$ cat src/rtl/uart_rx.sv
// uart_rx: serial receiver (start, 8 data bits LSB first, optional even parity, stop)
// with a single-entry valid/ready holding register and parity/framing/overrun flags.
// Optional feature macro: UART_RX_PARITY_EN (adds the even-parity bit and parity_err).
module uart_rx #(
    parameter int unsigned CLKS_PER_BIT = 1
) (
    input  logic       clk,
    input  logic       rst,
    input  logic       rx_in,
    output logic [7:0] rx_data,
    output logic       rx_valid,
    input  logic       rx_ready,
    output logic       parity_err,
    output logic       frame_err,
    output logic       overrun_err
);

    localparam int unsigned CW      = $clog2(CLKS_PER_BIT) + 1;
    localparam int unsigned HALF    = (CLKS_PER_BIT - 1) / 2;
    // START is entered one cycle after the start bit is detected, so it waits HALF-1 more.
    localparam int unsigned HALF_M1 = (HALF == 0) ? 0 : HALF - 1;
    localparam logic [CW-1:0] BIT_RELOAD = CW'(CLKS_PER_BIT - 1);
    localparam logic [CW-1:0] START_LOAD = CW'(HALF_M1);

    typedef enum logic [2:0] {
        S_IDLE,
        S_START,
        S_DATA,
        S_PARITY,
        S_STOP,
        S_WAIT_IDLE
    } state_e;

    logic          sync1_q, sync2_q;
    logic          rxs;
    state_e        state_q, state_d;
    logic [CW-1:0] cnt_q, cnt_d;
    logic [2:0]    bit_cnt_q, bit_cnt_d;
    logic [7:0]    shift_q, shift_d;
    logic [7:0]    rx_data_q, rx_data_d;
    logic          rx_valid_q, rx_valid_d;
    logic          frame_err_q, frame_err_d;
    logic          overrun_err_q, overrun_err_d;
    logic          cnt_zero;
`ifdef UART_RX_PARITY_EN
    logic          par_acc_q, par_acc_d;
    logic          parity_bad_q, parity_bad_d;
    logic          parity_err_q, parity_err_d;
`endif

    assign rxs      = sync2_q;
    assign cnt_zero = (cnt_q == '0);

    // Two-flop synchronizer; idles high so reset never looks like a start bit.
    always_ff @(posedge clk or negedge rst) begin
        if (!rst) begin
            sync1_q <= 1'b1;
            sync2_q <= 1'b1;
        end else begin
            sync1_q <= rx_in;
            sync2_q <= sync1_q;
        end
    end

    // Next-state, bit timing, shift register and holding-register update.
    always_comb begin
        state_d       = state_q;
        cnt_d         = cnt_q;
        bit_cnt_d     = bit_cnt_q;
        shift_d       = shift_q;
        rx_data_d     = rx_data_q;
        rx_valid_d    = rx_valid_q & ~rx_ready;
        frame_err_d   = 1'b0;
        overrun_err_d = 1'b0;
`ifdef UART_RX_PARITY_EN
        par_acc_d     = par_acc_q;
        parity_bad_d  = parity_bad_q;
        parity_err_d  = parity_err_q;
`endif
        case (state_q)
            S_IDLE: begin
                if (!rxs) begin
                    bit_cnt_d = 3'd0;
`ifdef UART_RX_PARITY_EN
                    par_acc_d = 1'b0;
`endif
                    // With HALF=0 the detection cycle is itself the start-bit sample.
                    if (HALF == 0) begin
                        state_d = S_DATA;
                        cnt_d   = BIT_RELOAD;
                    end else begin
                        state_d = S_START;
                        cnt_d   = START_LOAD;
                    end
                end
            end
            S_START: begin
                if (cnt_zero) begin
                    if (!rxs) begin
                        state_d = S_DATA;
                        cnt_d   = BIT_RELOAD;
                    end else begin
                        state_d = S_IDLE;
                    end
                end else begin
                    cnt_d = cnt_q - CW'(1);
                end
            end
            S_DATA: begin
                if (cnt_zero) begin
                    shift_d   = {rxs, shift_q[7:1]};
                    cnt_d     = BIT_RELOAD;
                    bit_cnt_d = bit_cnt_q + 3'd1;
`ifdef UART_RX_PARITY_EN
                    par_acc_d = par_acc_q ^ rxs;
                    if (bit_cnt_q == 3'd7) state_d = S_PARITY;
`else
                    if (bit_cnt_q == 3'd7) state_d = S_STOP;
`endif
                end else begin
                    cnt_d = cnt_q - CW'(1);
                end
            end
`ifdef UART_RX_PARITY_EN
            S_PARITY: begin
                if (cnt_zero) begin
                    parity_bad_d = rxs ^ par_acc_q;
                    cnt_d        = BIT_RELOAD;
                    state_d      = S_STOP;
                end else begin
                    cnt_d = cnt_q - CW'(1);
                end
            end
`endif
            S_STOP: begin
                if (cnt_zero) begin
                    if (rxs) begin
                        state_d = S_IDLE;
                        if (!rx_valid_q || rx_ready) begin
                            rx_data_d    = shift_q;
                            rx_valid_d   = 1'b1;
`ifdef UART_RX_PARITY_EN
                            parity_err_d = parity_bad_q;
`endif
                        end else begin
                            overrun_err_d = 1'b1;
                        end
                    end else begin
                        frame_err_d = 1'b1;
                        state_d     = S_WAIT_IDLE;
                    end
                end else begin
                    cnt_d = cnt_q - CW'(1);
                end
            end
            S_WAIT_IDLE: begin
                if (rxs) state_d = S_IDLE;
            end
            default: begin
                state_d = S_IDLE;
            end
        endcase
    end

    // State and datapath registers.
    always_ff @(posedge clk or negedge rst) begin
        if (!rst) begin
            state_q       <= S_IDLE;
            cnt_q         <= '0;
            bit_cnt_q     <= 3'd0;
            shift_q       <= 8'd0;
            rx_data_q     <= 8'd0;
            rx_valid_q    <= 1'b0;
            frame_err_q   <= 1'b0;
            overrun_err_q <= 1'b0;
        end else begin
            state_q       <= state_d;
            cnt_q         <= cnt_d;
            bit_cnt_q     <= bit_cnt_d;
            shift_q       <= shift_d;
            rx_data_q     <= rx_data_d;
            rx_valid_q    <= rx_valid_d;
            frame_err_q   <= frame_err_d;
            overrun_err_q <= overrun_err_d;
        end
    end

`ifdef UART_RX_PARITY_EN
    // Parity accumulator, per-frame parity result and the held byte's parity flag.
    always_ff @(posedge clk or negedge rst) begin
        if (!rst) begin
            par_acc_q    <= 1'b0;
            parity_bad_q <= 1'b0;
            parity_err_q <= 1'b0;
        end else begin
            par_acc_q    <= par_acc_d;
            parity_bad_q <= parity_bad_d;
            parity_err_q <= parity_err_d;
        end
    end

    assign parity_err = parity_err_q;
`else
    assign parity_err = 1'b0;
`endif

    assign rx_data     = rx_data_q;
    assign rx_valid    = rx_valid_q;
    assign frame_err   = frame_err_q;
    assign overrun_err = overrun_err_q;

endmodule

$ cat config.mk
export PLATFORM = sky130hd
export DESIGN_NAME = uart_rx
export DESIGN_NICKNAME = d
export VERILOG_FILES = /design/src/rtl/uart_rx.sv
export SDC_FILE = /design/constraint.sdc
export NUM_CORES = 1
export LEC_CHECK = 0
export CORE_MARGIN = 2
export CORE_UTILIZATION = 50
export DETAILED_ROUTE_END_ITERATION = 8
export PLACE_DENSITY_LB_ADDON = 0.3
export SETUP_SLACK_MARGIN = 0.5
export SLEW_MARGIN = 20
export SYNTH_ARGS = -nofsm -noshare
export SYNTH_HDL_FRONTEND = slang
export SYNTH_SLANG_ARGS = --single-unit
$ cat constraint.sdc
create_clock -name clk -period 1.9 [get_ports clk]
set_clock_uncertainty 0.1 [all_clocks]
set_input_delay 0.38 -clock clk [delete_from_list [all_inputs] [get_ports clk]]
set_output_delay 0.38 -clock clk [all_outputs]
set_load 0.1 [all_outputs]
Word-level counts from Yosys, hierarchy flattened

Index checks and enable logic that the tools add are counted.

Bits of input ports: 4
Word-level logic and storage cells: 63
Register bits after elaboration: 28
Output and inout port bits: 12

Reduce and logical (&&, ||, !) cells: 11
Bitwise logic cells: 3
Equal/unequal tests: 11
Mux-type cells: 26
$add $sub $neg: 2

Operators with widths:

| operator                                                              | number |
|---|---|
| 3-bit 2-to-1 mux                                                      | 9 |
| 3-bit case mux with 5 select lines                                    | 1 |
| 1-bit 2-to-1 mux                                                      | 13 |
| 2-bit inequality test, second input constant                          | 6 |
| 3-bit equality test, second input constant                            | 3 |
| 3-bit case mux with 2 select lines                                    | 1 |
| 6-bit AND reduction                                                   | 1 |
| 2-bit AND reduction                                                   | 2 |
| 4-bit AND reduction                                                   | 1 |
| 2-bit nonzero test                                                    | 2 |
| 3-bit by 1-bit adder with 3-bit output, second input constant         | 1 |
| 3-bit by 1-bit equality test with 1-bit output, second input constant | 1 |
| 3-bit by 2-bit equality test with 1-bit output, second input constant | 1 |
| 3-bit zero test                                                       | 1 |
| 3-bit AND reduction                                                   | 1 |
| 3-bit OR reduction                                                    | 1 |
| 2-bit 2-to-1 mux                                                      | 1 |
| 1-bit NOT                                                             | 2 |
| 1-bit case mux with 2 select lines                                    | 1 |
| 1-bit AND                                                             | 1 |
| 1-bit zero test                                                       | 1 |
| 1-bit logical OR                                                      | 1 |
| 1-bit subtractor, second input constant                               | 1 |

Logic depth before layout (Yosys ltp)

Gate-level depths: netlist (run 1).

Word-level depth: 6
Mapped depth: 4
Mapped depth without buffers: 4

Worst setup path after synthesis (run 1)

OpenSTA, ideal clock, no wires.

Kind: register -> register
From: register rx_valid_q, in the netlist rx_valid
To: register rx_data_q[0], in the netlist rx_data[0]
Stages on the path, launching flop included: 5
Buffers on the path: 1
Period minus slack after synthesis: 1.933 ns
Library setup time: 0.125 ns
Slack: -0.033 ns
Required time: 1.675 ns
Arrival time: 1.708 ns
Path through: dfrtp_1 > nand2b_1 > nand2b_4 > buf_6 > mux2_4

Longest elaborated chain between the ends: 3

RTL lines:

| what                                 | RTL line | source |
|---|---|---|
| from (decl)                          | 41       | `logic rx_valid_q, rx_valid_d;` |
| from (signal assigned)               | 182      | `rx_valid_q <= rx_valid_d;` |
| 1-bit zero test                      | 139      | `if (!rx_valid_q \|\| rx_ready) begin` |
| 1-bit logical OR                     | 139      |  |
| 4-bit AND reduction (no source line) | -        |  |
| to (signal assigned)                 | 181      | `rx_data_q <= rx_data_d;` |
| to (decl)                            | 40       | `logic [7:0] rx_data_q, rx_data_d;` |

No other way between the ends.
A chain may end at the register's enable or synchronous reset.

Final worst setup path (run 1)

From: register rx_valid_q, in the netlist rx_valid
To: output rx_valid

RTL lines:

| what      | RTL line | source |
|---|---|---|
| to (decl) | 11       | `output logic rx_valid,` |

No word-level cell between the ends.

==> impl_metrics.ini, run 1 <==
[run]
timing.max_cap.violations = 0

[critical_path]
path_buf_inv = 1
cp-start-kind = flip-flop
crit_path_end_kind = primary output
worst_path_arrival_ps = 1020
critPathRequiredTime_ps = 1420
cp_cell_sequence = buf_12
timing_worst_setup_path_type = flip-flop to primary output
critPathMaxFanout = 2
critical_path.max_stage_delay_ps = 520
path_delay_family = flip-flops
critPathSlowestCell = sky130_fd_sc_hd__dfrtp_4

[sta]
timing.fmax_mhz = 669
report.final.setup_viol = 0
rsz_0062_raised_after_global_routing = yes
totalNegativeSetupSlack_ps = 0
finalHoldViolCount = 0
final.min_clock_period_ps = 1500
timing.final.crit_share_pct = 78.7
report.final.slew_viol_count = 0

[drt]
drt_pre_antenna_iters = 4
routed_via_density = 4.88
post-route-drc-count = 0
detail-route-antenna-nets = 0
avgRoutedWirePerCell_um = 15.6
finalWirelength_um = 1950
num_vias = 610
drt_first_iter_violations = 7

[layout]
layout.cells.most_common_list = 23 x sky130_fd_sc_hd__dfrtp_1, 16 x sky130_fd_sc_hd__mux2_4, 14 x sky130_fd_sc_hd__buf_4
area_growth_pct = 44.1
drive_gt1_share_pct = 59.2
nNetsFinal = 105
layout_commonest_cell = sky130_fd_sc_hd__dfrtp_1
filler_cell_count = 113
n_antenna_cell = 0

[die]
die_width_um = 50.6
design.die.area_mm2 = 0.00256
starting_utilization_of_the_core_area_pct = 54.1
design.portCount = 16
floorplan.die.height_um = 50.6
coreArea_mm2 = 0.00200
std_cell_rows = 16

[yosys]
synthesis.instances = 67
synth_cell_type_count = 20
synth-seq-cells = 27
syn_avg_cell_area_um2 = 16.2
synth_net_count = 73
synth_warn = 0
synth.top_cell.area_share_pct = 57.7
synth_seq_area_share_pct = 62.6
post_synth_main_area_contributors = sky130_fd_sc_hd__dfrtp_1 58%, sky130_fd_sc_hd__mux2_4 11%, sky130_fd_sc_hd__mux2_2 9.4%
post-synth-top-area-cell = sky130_fd_sc_hd__dfrtp_1
syn-cell-area_mm2 = 0.00108

[place]
gp_congestion = 0.672
place.port_buffers = 14
dpl.hpwl_um = 1230

[hold_path]
min-delay-path-class = flip-flop to flip-flop

[clocking]
numCtsBuffers = 3
cts.sink_count = 27
ctsRootBufferMaster = sky130_fd_sc_hd__clkbuf_4
clkLatencyLatePin_ps = 330
htreeDepth = 1
clockBufferDepth = 2
tritoncts = done
clk_pin_slew_worst_paths_ps = 130
cts_hold_buf = 0

[global_routing]
grt.overflow.total = 0
antenna_found_initial = 0
vias_in_the_first_global_route = 644
global_route_wire_length_before_repair_um = 3140
track_usage_pct = 17.0
grt_max_degree = 28

[status]
run_status = complete, no violations
[synthesized netlist by cell type]
cell type,n
sky130_fd_sc_hd__inv_1,1
sky130_fd_sc_hd__mux2_4,8
sky130_fd_sc_hd__a21o_1,1
sky130_fd_sc_hd__buf_6,1
sky130_fd_sc_hd__nor2b_1,1
sky130_fd_sc_hd__nor2_1,4
sky130_fd_sc_hd__nand2b_1,2
sky130_fd_sc_hd__dfstp_2,2
sky130_fd_sc_hd__nand2b_4,1
sky130_fd_sc_hd__nor3b_1,1
sky130_fd_sc_hd__o22a_1,1
sky130_fd_sc_hd__nand2_1,1
sky130_fd_sc_hd__a22o_1,2
sky130_fd_sc_hd__o21ai_0,1
sky130_fd_sc_hd__ha_1,2
sky130_fd_sc_hd__nand4bb_4,1
sky130_fd_sc_hd__conb_1,1
sky130_fd_sc_hd__buf_4,2
sky130_fd_sc_hd__dfrtp_1,25
sky130_fd_sc_hd__mux2_2,9
[through the flow]
step           cell area (um^2)  hold slack [ps]  utilization, %  std cells  setup slack, ps
2_1_floorplan              1100            -15.6               -         67              442
3_3_place_gp               1380              246            68.8        108              267
3_5_place_dp               1380              253            68.8        108              268
4_1_cts                    1500              272            75.1        122              409
5_1_grt                    1560              279            78.0        125              380
6_report                   1560              276            78.0        125              405
[metal layers]
metal	share of wire (%)	up-vias	track usage, %
li1	-	288	-
met1	44	304	21.2
met2	51	13	29.4
met3	2.3	5	2.08
met4	2.4	0	8.11
met5	0	-	0
[sequential cells by signal, indices dropped and copies added, names as in the netlist]
signal,cells
rx_data,8
bit_cnt_q,3
shift_q,8
overrun_err,1
frame_err,1
rxs,1
rx_valid,1
state_q,3
sync1_q,1
[timing repair]
item | 4_1_cts | 5_1_grt
endpoints found under the setup margin | 26 | 30
pin swaps | 1 | 2
endpoints found under the hold margin | 0 | 0
buffers inserted | 10 | 3
gates cloned | 0 | 0
gates resized for setup | 4 | 11
[final timing paths]
| path | start | to | slack [ps] | cells after the start |
|---|---|---|---|---|
| min | sync1_q | rxs | 280 | 0 |
| max in group asynchronous | rst | rxs | 1110 | 2 |
| max | rx_valid | rx_valid | 400 | 1 |
| max reg2reg | rxs | rx_data[5] | 470 | 3 |
| min in group asynchronous | rst | shift_q[1] | 300 | 2 |
| min reg2reg | sync1_q | rxs | 280 | 0 |
[cell type report]
cell class | instances | area (um^2) | share of cell area (%)
Inverter | 1 | 3.75 | 0.240
Clock inverter | 1 | 7.51 | 0.481
Multi-Input combinational cell | 36 | 433 | 27.7
Timing Repair Buffer | 30 | 378 | 24.2
Sequential cell | 27 | 683 | 43.7
Tap cell | 27 | 33.8 | 2.16
Clock buffer | 3 | 22.5 | 1.44
[logic make-up after synthesis]
group,synth area share [%]
AO/OA/AOI/OAI,3.58
multiplexers,20.4
AND/OR/NAND/NOR,7.97
buffers and inverters,2.77
adder cells (fa/ha/maj),2.31
other,0.346
flip-flops,62.6
Power of run 1 is left out: the tool's default activity adds up to more than one toggle a clock period on the data nets, which glitch-free logic cannot reach.
==> inputs of run 2 (changes only) <==
clock period = 1.4 ns   (was 1.9 ns; I/O delays follow)
==> run 2 against run 1 <==
- the run now ends with negative setup slack left
- hold slack worse by 120 ps
- routed wire length rose by 8.2%
- via count grew 6.6%
- non-clock buffer count up 4
- sequential share of layout area down 0.96 points
- global-route usage rose by 2.8 points
- final cell count increased by 3.2%
- flip-flop and latch count unchanged
- clock-buffer cell count up 1
- critical path depth up 2
- worst setup slack got worse by 470 ps
- largest cell class unchanged
==> impl_metrics.ini, run 2 (synthesis gave the netlist of run 1 again) <==
[status]
run_status = finished, violations left
violations = negative setup slack

[critical_path]
crit_path_end_kind = flip-flop
cp-start-kind = flip-flop
reg2reg_from = rxs
regToRegSetupSlack_ps = -60
critPathSlowestCell = sky130_fd_sc_hd__dfstp_2
cp_cell_sequence = nand4bb_4 -> nand2b_4 -> mux2_4
reg2reg_to = rx_data[7]
critical_path.max_stage_delay_ps = 590
critPathRequiredTime_ps = 1520
worst_path_arrival_ps = 1580
timing_worst_setup_path_type = flip-flop to flip-flop
reg2regPathDepth = 3
critPathMaxFanout = 8

[drt]
avgRoutedWirePerCell_um = 16.4
post-route-drc-count = 0
routed_via_density = 5.04
detail-route-antenna-nets = 0
routed-wl-met2_um = 1040
wire_length_on_met1_um = 946
route.met3.wl_um = 83
num_vias = 650
drt_first_iter_violations = 6
drt_pre_antenna_iters = 3
route.top_layer_used = met4
finalWirelength_um = 2110

[layout]
layout_commonest_cell = sky130_fd_sc_hd__mux2_4
layoutNonFillerInstCount = 129
utilization_pct = 84.1
n_antenna_cell = 0
nNetsFinal = 109
drive_gt1_share_pct = 73.5
layout.cells.most_common_list = 17 x sky130_fd_sc_hd__mux2_4, 13 x sky130_fd_sc_hd__dfrtp_1, 13 x sky130_fd_sc_hd__buf_4
stdcell_area_mm2 = 0.00168
area_growth_pct = 55.4

[clocking]
clk_pin_slew_worst_paths_ps = 140
clkLatencyLatePin_ps = 330
htreeDepth = 1
ctsRootBufferMaster = sky130_fd_sc_hd__clkbuf_4
cts.sink_count = 27
tritoncts = done
cts_hold_buf = 0
numCtsBuffers = 3
clockBufferDepth = 2

[hold_path]
min-delay-path-class = input port to asynchronous set/reset pin

[place]
place.port_buffers = 14
dpl.hpwl_um = 1280
gp_congestion = 0.737
place.detailed.instances = 112
dpl-instance-area_mm2 = 0.00146

[power_and_ir_drop]
power_per_cell_area_mw_per_mm2 = 2580
total_leakage_power_uw = 0.000800
p_total_uw = 4340
ir_worst_vdd_mv = 1.86

[global_routing]
track_usage_pct = 19.8
grt.overflow.total = 0
global_route_wire_length_before_repair_um = 3680
vias_in_the_first_global_route = 746
grt_max_degree = 19
antenna_found_initial = 0

[sta]
setup_ws_ps = -61.5
report.final.setup_viol = 10
timing.final.crit_share_pct = 104
report.final.slew_viol_count = 0
final.min_clock_period_ps = 1460
finalHoldViolCount = 0
rsz_0062_raised_after_global_routing = yes
timing.fmax_mhz = 684

[die]
std_cell_rows = 16
design.die.area_mm2 = 0.00256
design.portCount = 16
starting_utilization_of_the_core_area_pct = 54.1
die_width_um = 50.6
floorplan.die.height_um = 50.6
coreArea_mm2 = 0.00200

[run]
timing.max_cap.violations = 0
[run 2: layout make-up]
type,count,area [um^2]
sequential,27,721
multi-input combinational,36,464
timing repair buffer,34,435
fill,95,318
tap,27,33.8
clock buffer,4,26.3
inverter,1,3.75
[run 2: timing repair]
item / in CTS / in global routing
resized for setup: 21 / 1
pin swaps: 4 / 3
cloned: 0 / 0
endpoints found under the setup margin: 36 / 36
buffers inserted: 10 / 3
[run 2: critical path: cells and delay by family, from the launching register on]
| kind | cells | cell delay, ps |
|---|---|---|
| multiplexers | 1 | 320 |
| AND/OR/NAND/NOR | 2 | 340 |
| flip-flops | 1 | 590 |
[run 2: metrics by stage]
| step | setup TNS [ps] | worst slack (ps) | hold WS, ps |
|---|---|---|---|
| finish | -415 | -61.5 | 155 |
| global route | -1080 | -97.8 | 169 |
| CTS | -353 | -51.2 | 167 |
| detailed placement | -1130 | -148 | 249 |
| global placement | -1100 | -139 | 246 |
| floorplan | -465 | -58.1 | -116 |
[run 2: how the worst max path moves through the flow]
| stage | end | slack (ps) | cells past startpoint | start |
|---|---|---|---|---|
| 2_1_floorplan | rx_data[0] | -60 | 4 | rxs |
| 3_3_place_gp | rx_data[4] | -140 | 4 | rx_ready |
| 3_5_place_dp | rx_data[7] | -150 | 4 | rx_ready |
| 4_1_cts | rx_data[7] | -50 | 3 | rxs |
| 5_1_grt | rx_data[7] | -100 | 3 | rxs |
| 6_report | rx_data[7] | -60 | 3 | rxs |
[run 2: report_power, final]
group          leakage [uW]  switching (uW)  total (uW)  internal (uW)
clock network     0.0000150             222         334            112
logic              0.000471            1290        2570           1280
registers          0.000314             281        1440           1160
[run 2: metal layers]
layer  up-vias  global-route usage, %
met3         4                   4.17
li1        298                      -
met4         0                   8.11
met2        16                   31.6
met1       332                   26.5
met5         -                      0
No activity file was read; power rests on OpenSTA's default activity.
